### src/rtl/mc_pkg.sv
// Shared encodings for the multicycle control FSM: opcodes, ALU ops, mux selects, states.
package mc_pkg;

    localparam int unsigned OP_W = 6;
    localparam int unsigned FN_W = 3;
    localparam int unsigned ST_W = 4;

    localparam logic [OP_W-1:0] OP_RTYPE = 6'h00;
    localparam logic [OP_W-1:0] OP_ADDI  = 6'h08;
    localparam logic [OP_W-1:0] OP_LD    = 6'h23;
    localparam logic [OP_W-1:0] OP_SD    = 6'h2B;
    localparam logic [OP_W-1:0] OP_BEQ   = 6'h04;
    localparam logic [OP_W-1:0] OP_BNE   = 6'h05;
    localparam logic [OP_W-1:0] OP_J     = 6'h02;

    typedef enum logic [2:0] {
        ALU_ADD = 3'b000,
        ALU_SUB = 3'b001,
        ALU_AND = 3'b010,
        ALU_OR  = 3'b011,
        ALU_XOR = 3'b100,
        ALU_SLL = 3'b101,
        ALU_SRL = 3'b110,
        ALU_SLT = 3'b111
    } alu_op_e;

    localparam logic [1:0] SRCB_REGB    = 2'b00;
    localparam logic [1:0] SRCB_FOUR    = 2'b01;
    localparam logic [1:0] SRCB_IMM     = 2'b10;
    localparam logic [1:0] SRCB_IMM_SH2 = 2'b11;

    localparam logic [1:0] PCSRC_ALU    = 2'b00;
    localparam logic [1:0] PCSRC_ALUOUT = 2'b01;
    localparam logic [1:0] PCSRC_JUMP   = 2'b10;

    typedef enum logic [ST_W-1:0] {
        S_IDLE     = 4'd0,
        S_FETCH    = 4'd1,
        S_DECODE   = 4'd2,
        S_EXEC_R   = 4'd3,
        S_EXEC_I   = 4'd4,
        S_ALU_WB   = 4'd5,
        S_MEM_ADDR = 4'd6,
        S_MEM_RD   = 4'd7,
        S_MEM_WB   = 4'd8,
        S_MEM_WR   = 4'd9,
        S_BRANCH   = 4'd10,
        S_JUMP     = 4'd11
    } state_e;

    // State-only (Moore) datapath controls, registered inside the FSM
    typedef struct packed {
        logic       mem_rd;
        logic       mem_wr;
        logic       iord;
        logic [1:0] pc_src;
        logic       alu_src_a;
        logic [1:0] alu_src_b;
        logic       reg_we;
        logic       reg_dst;
        logic       mem_to_reg;
    } ctrl_t;

    function automatic logic op_legal(logic [OP_W-1:0] op);
        return op inside {OP_RTYPE, OP_ADDI, OP_LD, OP_SD, OP_BEQ, OP_BNE, OP_J};
    endfunction

    function automatic ctrl_t moore_ctrl(state_e st, logic is_rtype);
        ctrl_t c;
        c = '0;
        case (st)
            S_FETCH:    begin c.mem_rd = 1'b1; c.alu_src_b = SRCB_FOUR; end
            S_DECODE:   c.alu_src_b = SRCB_IMM_SH2;
            S_EXEC_R:   begin c.alu_src_a = 1'b1; c.alu_src_b = SRCB_REGB; end
            S_EXEC_I,
            S_MEM_ADDR: begin c.alu_src_a = 1'b1; c.alu_src_b = SRCB_IMM; end
            S_ALU_WB:   begin c.reg_we = 1'b1; c.reg_dst = is_rtype; end
            S_MEM_RD:   begin c.mem_rd = 1'b1; c.iord = 1'b1; end
            S_MEM_WB:   begin c.reg_we = 1'b1; c.mem_to_reg = 1'b1; end
            S_MEM_WR:   begin c.mem_wr = 1'b1; c.iord = 1'b1; end
            S_BRANCH:   begin
                c.alu_src_a = 1'b1;
                c.alu_src_b = SRCB_REGB;
                c.pc_src    = PCSRC_ALUOUT;
            end
            S_JUMP:     c.pc_src = PCSRC_JUMP;
            default:    ;
        endcase
        return c;
    endfunction

endpackage

### src/rtl/multicycle_control_if.sv
// Control <-> datapath/memory signal bundle; master = control FSM, slave = datapath.
interface multicycle_control_if;

    logic [mc_pkg::OP_W-1:0] opcode;
    logic [mc_pkg::FN_W-1:0] funct;
    logic                    zero;
    logic                    mem_ready;

    logic                    mem_rd;
    logic                    mem_wr;
    logic                    iord;
    logic                    ir_we;
    logic                    pc_we;
    logic [1:0]              pc_src;
    logic                    alu_src_a;
    logic [1:0]              alu_src_b;
    logic [2:0]              ALU_Op;
    logic                    reg_we;
    logic                    reg_dst;
    logic                    mem_to_reg;
    logic                    illegal;
    logic [mc_pkg::ST_W-1:0] state_dbg;

    modport master (
        input  opcode, funct, zero, mem_ready,
        output mem_rd, mem_wr, iord, ir_we, pc_we, pc_src, alu_src_a, alu_src_b,
               ALU_Op, reg_we, reg_dst, mem_to_reg, illegal, state_dbg
    );

    modport slave (
        output opcode, funct, zero, mem_ready,
        input  mem_rd, mem_wr, iord, ir_we, pc_we, pc_src, alu_src_a, alu_src_b,
               ALU_Op, reg_we, reg_dst, mem_to_reg, illegal, state_dbg
    );

endinterface

### src/rtl/alu_op_decoder.sv
// Selects the ALU operation from the current control state and the R-type function field.
module alu_op_decoder
    import mc_pkg::*;
(
    input  state_e          state_i,
    input  logic [FN_W-1:0] funct_i,
    output alu_op_e         alu_op_o
);

    always_comb begin
        alu_op_o = ALU_ADD;
        case (state_i)
            S_EXEC_R: alu_op_o = alu_op_e'(funct_i);
            S_BRANCH: alu_op_o = ALU_SUB;
            default:  ;
        endcase
    end

endmodule

### src/rtl/multicycle_control.sv
// Main control FSM of the multicycle processor: fetch/decode/execute/memory/writeback sequencing.
module multicycle_control
    import mc_pkg::*;
(
    input  logic                 clk,
    input  logic                 rst_n,
    multicycle_control_if.master ctrl_io
);

    state_e  state_q, state_d;
    logic    is_bne_q, is_bne_d;
    ctrl_t   ctrl_q, ctrl_d;
    alu_op_e alu_op;

    // Next-state logic; Moore controls are precomputed for the state being entered
    always_comb begin
        state_d  = state_q;
        is_bne_d = is_bne_q;
        case (state_q)
            S_IDLE:   state_d = S_FETCH;
            S_FETCH:  if (ctrl_io.mem_ready) state_d = S_DECODE;
            S_DECODE: begin
                is_bne_d = (ctrl_io.opcode == OP_BNE);
                case (ctrl_io.opcode)
                    OP_RTYPE:      state_d = S_EXEC_R;
                    OP_ADDI:       state_d = S_EXEC_I;
                    OP_LD, OP_SD:  state_d = S_MEM_ADDR;
                    OP_BEQ, OP_BNE: state_d = S_BRANCH;
                    OP_J:          state_d = S_JUMP;
                    default:       state_d = S_FETCH;
                endcase
            end
            S_EXEC_R,
            S_EXEC_I:   state_d = S_ALU_WB;
            S_MEM_ADDR: state_d = (ctrl_io.opcode == OP_LD) ? S_MEM_RD : S_MEM_WR;
            S_MEM_RD:   if (ctrl_io.mem_ready) state_d = S_MEM_WB;
            S_MEM_WR:   if (ctrl_io.mem_ready) state_d = S_FETCH;
            S_ALU_WB,
            S_MEM_WB,
            S_BRANCH,
            S_JUMP:     state_d = S_FETCH;
            default:    state_d = S_IDLE;
        endcase
        ctrl_d = moore_ctrl(state_d, ctrl_io.opcode == OP_RTYPE);
    end

    always_ff @(posedge clk or negedge rst_n) begin
        if (!rst_n) begin
            state_q  <= S_IDLE;
            is_bne_q <= 1'b0;
            ctrl_q   <= '0;
        end else begin
            state_q  <= state_d;
            is_bne_q <= is_bne_d;
            ctrl_q   <= ctrl_d;
        end
    end

    alu_op_decoder u_alu_op_decoder (
        .state_i  (state_q),
        .funct_i  (ctrl_io.funct),
        .alu_op_o (alu_op)
    );

    assign ctrl_io.mem_rd     = ctrl_q.mem_rd;
    assign ctrl_io.mem_wr     = ctrl_q.mem_wr;
    assign ctrl_io.iord       = ctrl_q.iord;
    assign ctrl_io.pc_src     = ctrl_q.pc_src;
    assign ctrl_io.alu_src_a  = ctrl_q.alu_src_a;
    assign ctrl_io.alu_src_b  = ctrl_q.alu_src_b;
    assign ctrl_io.reg_we     = ctrl_q.reg_we;
    assign ctrl_io.reg_dst    = ctrl_q.reg_dst;
    assign ctrl_io.mem_to_reg = ctrl_q.mem_to_reg;
    assign ctrl_io.ALU_Op     = alu_op;
    assign ctrl_io.state_dbg  = state_q;

    // Same-cycle responses to memory completion and the branch comparison
    assign ctrl_io.ir_we   = (state_q == S_FETCH) && ctrl_io.mem_ready;
    assign ctrl_io.pc_we   = ((state_q == S_FETCH) && ctrl_io.mem_ready)
                           || ((state_q == S_BRANCH) && (ctrl_io.zero ^ is_bne_q))
                           || (state_q == S_JUMP);
    assign ctrl_io.illegal = (state_q == S_DECODE) && !op_legal(ctrl_io.opcode);

endmodule

### src/flat_wrapper.sv
// flat-port wrapper written by rule: the top's interface ports become plain ports
module multicycle_control_flat import mc_pkg::*;
  (clk, rst_n, ctrl_io_opcode, ctrl_io_funct, ctrl_io_zero, ctrl_io_mem_ready, ctrl_io_mem_rd, ctrl_io_mem_wr, ctrl_io_iord, ctrl_io_ir_we, ctrl_io_pc_we, ctrl_io_pc_src, ctrl_io_alu_src_a, ctrl_io_alu_src_b, ctrl_io_ALU_Op, ctrl_io_reg_we, ctrl_io_reg_dst, ctrl_io_mem_to_reg, ctrl_io_illegal, ctrl_io_state_dbg);
  multicycle_control_if ctrl_io_i ();
  input  logic clk;
  input  logic rst_n;
  input wire logic [$bits(ctrl_io_i.opcode)-1:0] ctrl_io_opcode;
  input wire logic [$bits(ctrl_io_i.funct)-1:0] ctrl_io_funct;
  input wire logic [$bits(ctrl_io_i.zero)-1:0] ctrl_io_zero;
  input wire logic [$bits(ctrl_io_i.mem_ready)-1:0] ctrl_io_mem_ready;
  output wire logic [$bits(ctrl_io_i.mem_rd)-1:0] ctrl_io_mem_rd;
  output wire logic [$bits(ctrl_io_i.mem_wr)-1:0] ctrl_io_mem_wr;
  output wire logic [$bits(ctrl_io_i.iord)-1:0] ctrl_io_iord;
  output wire logic [$bits(ctrl_io_i.ir_we)-1:0] ctrl_io_ir_we;
  output wire logic [$bits(ctrl_io_i.pc_we)-1:0] ctrl_io_pc_we;
  output wire logic [$bits(ctrl_io_i.pc_src)-1:0] ctrl_io_pc_src;
  output wire logic [$bits(ctrl_io_i.alu_src_a)-1:0] ctrl_io_alu_src_a;
  output wire logic [$bits(ctrl_io_i.alu_src_b)-1:0] ctrl_io_alu_src_b;
  output wire logic [$bits(ctrl_io_i.ALU_Op)-1:0] ctrl_io_ALU_Op;
  output wire logic [$bits(ctrl_io_i.reg_we)-1:0] ctrl_io_reg_we;
  output wire logic [$bits(ctrl_io_i.reg_dst)-1:0] ctrl_io_reg_dst;
  output wire logic [$bits(ctrl_io_i.mem_to_reg)-1:0] ctrl_io_mem_to_reg;
  output wire logic [$bits(ctrl_io_i.illegal)-1:0] ctrl_io_illegal;
  output wire logic [$bits(ctrl_io_i.state_dbg)-1:0] ctrl_io_state_dbg;
  assign ctrl_io_i.opcode = ctrl_io_opcode;
  assign ctrl_io_i.funct = ctrl_io_funct;
  assign ctrl_io_i.zero = ctrl_io_zero;
  assign ctrl_io_i.mem_ready = ctrl_io_mem_ready;
  assign ctrl_io_mem_rd = ctrl_io_i.mem_rd;
  assign ctrl_io_mem_wr = ctrl_io_i.mem_wr;
  assign ctrl_io_iord = ctrl_io_i.iord;
  assign ctrl_io_ir_we = ctrl_io_i.ir_we;
  assign ctrl_io_pc_we = ctrl_io_i.pc_we;
  assign ctrl_io_pc_src = ctrl_io_i.pc_src;
  assign ctrl_io_alu_src_a = ctrl_io_i.alu_src_a;
  assign ctrl_io_alu_src_b = ctrl_io_i.alu_src_b;
  assign ctrl_io_ALU_Op = ctrl_io_i.ALU_Op;
  assign ctrl_io_reg_we = ctrl_io_i.reg_we;
  assign ctrl_io_reg_dst = ctrl_io_i.reg_dst;
  assign ctrl_io_mem_to_reg = ctrl_io_i.mem_to_reg;
  assign ctrl_io_illegal = ctrl_io_i.illegal;
  assign ctrl_io_state_dbg = ctrl_io_i.state_dbg;
  multicycle_control u_core (.clk(clk), .rst_n(rst_n), .ctrl_io(ctrl_io_i));
endmodule
### config.mk
export PLATFORM = sky130hd
export DESIGN_NAME = multicycle_control_flat
export DESIGN_NICKNAME = d
export VERILOG_FILES = /design/src/rtl/mc_pkg.sv /design/src/rtl/multicycle_control_if.sv /design/src/rtl/alu_op_decoder.sv /design/src/rtl/multicycle_control.sv /design/src/flat_wrapper.sv
export SDC_FILE = /design/constraint.sdc
export NUM_CORES = 1
export LEC_CHECK = 0
export CORE_ASPECT_RATIO = 0.8
export CORE_MARGIN = 5
export CORE_UTILIZATION = 30
export CTS_BUF_LIST = sky130_fd_sc_hd__clkbuf_16
export DETAILED_ROUTE_END_ITERATION = 10
export SYNTH_ARGS = -nofsm -noshare
export SYNTH_HDL_FRONTEND = slang
export SYNTH_SLANG_ARGS = --single-unit
### constraint.sdc
create_clock -name clk -period 2.95 [get_ports clk]
set_input_delay 0.885 -clock clk [delete_from_list [all_inputs] [get_ports clk]]
set_output_delay 0.885 -clock clk [all_outputs]
set_load 0.01 [all_outputs]
Word-level counts from Yosys, hierarchy flattened:

Cells that the tools add are included.

* equal/unequal tests: 28
* bitwise operators: 1
* multiplexer cells: 16
* reductions and logical operators: 18

Operators by type and width (number)
* $eq A4 B3 Y1 const B: 8
* $eq A4 B4 Y1 const B: 8
* $pmux W4 S7: 1
* $pmux W4 S5: 1
* $eq A4 B2 Y1 const B: 4
* $mux W4: 4
* $reduce_or A2 Y1: 7
* $eq A6 B3 Y1 const B: 2
* $eq A6 B6 Y1 const B: 2
* $eq A4 B1 Y1 const B: 2
* $mux W1: 7
* $reduce_bool A7 Y1: 1
* $eq A6 B2 Y1 const B: 1
* $eq A6 B4 Y1 const B: 1
* $logic_not A6 Y1: 1
* $pmux W2 S3: 1
* $pmux W3 S2: 1
* $reduce_or A5 Y1: 1
* $logic_not A4 Y1: 1
* $pmux W2 S2: 1
* $reduce_or A4 Y1: 1
* $logic_and A1 B1 Y1: 3
* $logic_or A1 B1 Y1: 2
* $logic_not A1 Y1: 1
* $xor A1 B1 Y1: 1

* output and inout port bits: 21
* flip-flop bits (word level): 16
* logic and storage cells: 74
* input bits: 13

Depth between registers and ports, before layout:

* depth in word-level cells: 7
* depth in mapped cells: 7
* mapped depth without buffers: 6

Hierarchy:

Synthesis repeated with hierarchy kept, for this count alone.

* cells, all modules: 94
* area total of the unflattened synthesis: 912.1 um^2

By module, submodules not included
* multicycle_control: area each 859.6 um^2, seq. area each 400.4 um^2, cells an instance 87, times used 1
* alu_op_decoder: area each 52.6 um^2, seq. area each 0.0 um^2, cells an instance 7, times used 1

Least setup slack after synthesis:

No wires, ideal clock.

* kind: input to output
* start: in ctrl_io_opcode[3]
* end: out ctrl_io_illegal
* path buffers: 0
* stages: 3
* required time: 2.065 ns
* arrival: 1.768 ns
* slack: 0.297 ns
* path through: or4b_2 nor2_1 nor3_1

* cells in the longest elaborated chain, start to end: 4
* elaborated cells on any way between the ends: 10
* those cells by class: eq/ne (6); reduce/logical (4)

RTL lines
* from (decl): line flat_wrapper.sv:7 `input wire logic [$bits(ctrl_io_i.opcode)-1:0] ctrl_io_opcode;`
* $eq A6 B4 Y1 (tied with other cells): line mc_pkg.sv:65 `return op inside {OP_RTYPE, OP_ADDI, OP_LD, OP_SD, OP_BEQ, OP_BNE, OP_J};`
* $reduce_bool A7 Y1 *: line mc_pkg.sv:65
* $logic_not A1 Y1 *: line multicycle_control.sv:82 `assign ctrl_io.illegal = (state_q == S_DECODE) && !op_legal(ctrl_io.opcode);`
* $logic_and A1 B1 Y1 *: line multicycle_control.sv:82
* to (decl): line flat_wrapper.sv:23 `output wire logic [$bits(ctrl_io_i.illegal)-1:0] ctrl_io_illegal;`

Mark *: on every way between the ends. The rest lies on a longest branch, timed or not.

Final worst setup path:

* start: in ctrl_io_opcode[1]
* end: out ctrl_io_illegal

The elaborated chain is that of the path after synthesis.

==> metrics.md <==
| Metric | Value |
|---|---|
| Mapped Cells | 89 |
| Core area | roughly 0.0028 sq mm |
| Flops & latches, synth | 16 |
| Max cap viols | 0 |
| CP startpoint kind | input port |
| Seq/Total Area, Yosys | 45.26% |
| Initial antenna violation count | 0 |
| Hold_ws | 547.0 ps |
| Tmin final | 2951 ps |
| Antenna-violating nets left | 0 |
| Status | complete, but fails checks |
| WHS Endpoint | u_core.is_bne_q |
| Critical Path Max Stage Delay | 500 ps |
| R2r worst-path depth | 6 |
| Final Power | 0.001061 W |
| Gate power share | 44.4% |
| Root buf cell | clkbuf_16 |
| Slew HR | 53.93% |
| Gpl congestion | 0.7962 |
| Tightest Pin Transition | 688.9 ps |
| Routed WL per cell | about 13 um |
| Ant. Diodes | 0 |
| Worst path required time | 2070 ps |
| Worst Hold Class | reg -> reg |
| Non-filler cells, final | 175 |
| Fin nets | about 150 |
| Slew Limit Fails | 0 |
| Avg Inst Size Synth | between 9 and 10 sq um |
| Fraction of final layout cells sized beyond drive strength 1 | between 20% and 30% |
| DP Wirelength | 1.829 mm |
| Layout overhead on the synthesized area | 63.51% |
| Leak Pwr | 0.7127 nW |
| Yosys warns | 0 |
| Initial drt markers | 33 |
| Max reg flops | 4 |
| Fin Clk Skew | 1.944 ps |
| Sw Share | 32.62% |
| Remaining DRCs | 0 |
| CTS tree | done |
| P_int | 0.0007152 W |
| Worst-path clk slew | 50 ps |
| Tcrit/Tclk final | 100.0% |
| Most frequent cells in the layout | clkdlybuf4s50_1, dfrtp_1, buf_4 |
| Clk buf depth | 2 |
| Peak supply drop | 0.3230 mV |
| Synth Cell Area | 884.6 sq um |
| Clock net sink count | 16 |
| PortBufs | 33 |
| Syn Nets | 102 |
| I/O pins | 34 |
| CP cell instances | dlygate4sd2_1 -> or4b_4 -> a211oi_2 -> nor3_1 -> buf_2 |
| Die area | just over 0.004 sq mm |
| Crit end category | primary output |
| Reg2reg setup slack | ~850 ps |
| Post-route worst setup slack | -0.8233 ps |
| Failing checks | negative setup slack |
| Drt total wl | 2.341 mm |
| Ys flop type | dfrtp_1 |
| CP arrival | about 2100 ps |
| R2r endpoint | u_core.ctrl_io.alu_src_a |
| Pin count of the biggest net entering global routing | 17 |
| # Post-CTS Setup Buffers | 0 |
| Final Setup Violations | 1 |
| Starting Density | 31.75% |
| Sequential share of power | 31.5% |
| Hold Crit Start | u_core.is_bne_q |
| Final hold vios | 0 |
| GRT Util Overall | approximately an eighth |
| Fmax | 338.9 MHz |
| Routed via count | approximately 860 |
| RSZ-0062 raised after global routing | yes |
| H-tree Lvls | 1 |
| Post-CTS Hold Fix Bufs | 0 |
| Clock share of power | 24.1% |
| Placed Instances | 171 |
| Drt pass-1 iters | 4 |
| Crit path max fanout | 3 |
| Via density per instance | slightly below 5 |
| Yosys cell types | 36 |
| CTS Buf Count | 3 |
| Worst slack, placed | -655.3 ps |
| Setup Crit Path Kind | in -> out |
| Die width | 70.71 um |
| Vias in the first global route | 835 |
| Crit-path slowest cell | or4b_4 |
| R2r startpoint | u_core.ctrl_io.state_dbg[3] |
| Post-synth EDFFs | 0 |
| Commonest non-fill, non-tap cell in the layout | clkdlybuf4s50_1 |
| NetSw | 0.0003462 W |
| Hold depth | 1 |
| PwrDens | approximately 730 mW/mm^2 |
| Ys async rst share | between 90% and 100% |
| GR Overflow Total | 0 |
| Die H | 58.57 um |
| Clk_lat worst skew | between 200 and 250 ps |
| Rows | 17 |
| First-pass GRT wire length | 3.933 mm |
## metal layers
metal | GRT usage [%] | routed length [um] | vias to the layer above
met5 | 0 | 0 | -
met4 | 4.826 | 35 | 0
met3 | 2.730 | 153 | 4
met2 | 18.49 | 1024 | 33
met1 | 16.51 | 1128 | 397
li1 | - | - | 425
## per-stage QoR
stage	utilization, %	TNS [ps]	area (sq um)
global placement	48.72	-1759	1358
finish	51.91	-0.8233	1446
detailed placement	48.72	-1788	1358
CTS	51.28	-81.03	1429
floorplan	-	0	884.6
global route	51.91	-65.21	1446
## logic make-up after synthesis
family,Yosys count,synth area share [%]
AO/OA/AOI/OAI,17,14.85
buffers and inverters,10,4.526
flip-flops,16,45.26
AND/OR/NAND/NOR,44,33.10
XOR/XNOR,1,0.9903
multiplexers,1,1.273
## how the worst max path moves through the flow
stage	cells after the start	start	slack, ps	endpoint
floorplan	3	ctrl_io_opcode[3]	300	ctrl_io_illegal
global placement	5	ctrl_io_opcode[3]	-630	ctrl_io_illegal
finish	5	ctrl_io_opcode[1]	-0.8	ctrl_io_illegal
CTS	5	ctrl_io_opcode[1]	-80	ctrl_io_illegal
global route	5	ctrl_io_opcode[1]	-70	ctrl_io_illegal
detailed placement	5	ctrl_io_opcode[3]	-660	ctrl_io_illegal
## power groups by stage
stage          Sequential [W]  Combinational, W  Clock (W)
3_5_place_dp         0.000336          0.000485          0
6_report             0.000334          0.000471   0.000256
4_1_cts              0.000334          0.000472   0.000262
3_3_place_gp         0.000333          0.000484          0
5_1_grt              0.000345          0.000519   0.000277
2_1_floorplan        0.000337          0.000223          0
## Yosys cell counts (2+ instances only)
master    number  area share [%]
a21oi_1        3             1.7
dfrtp_1       16              45
clkbuf_1       2            0.85
a211oi_1       2             1.7
nor4b_1        2             2.0
o31ai_1        3             2.5
nand3_1        2             1.1
and3_1         3             2.1
nor3_1         5             2.8
o21ai_0        3             1.7
buf_2          2             1.1
or3b_2         2             2.0
nand2_1       10             4.2
or3_1          3             2.1
inv_1          6             2.5
and4_1         2             2.0
nor2_1         4             1.7
## layout make-up
type	count	area, sq um
Tap cell	38	47.55
Clock buffer	3	75.07
Timing Repair Buffer	48	416.7
Sequential cell	16	400.4
Inverter	6	22.52
Multi-Input combinational cell	63	480.5
Fill cell	260	1340
Clock inverter	1	3.754
## repair_timing
action | CTS | global route
pin swaps | 1 | 4
endpoints found under the setup margin | 6 | 3
gates resized for setup | 28 | 12
## worst max-delay path: cells and delay by family
kind	cells	cell delay, ps
AND/OR/NAND/NOR	2	570
buffers and inverters	2	400
AO/OA/AOI/OAI	1	220
Power figures use the tool's default switching activity.
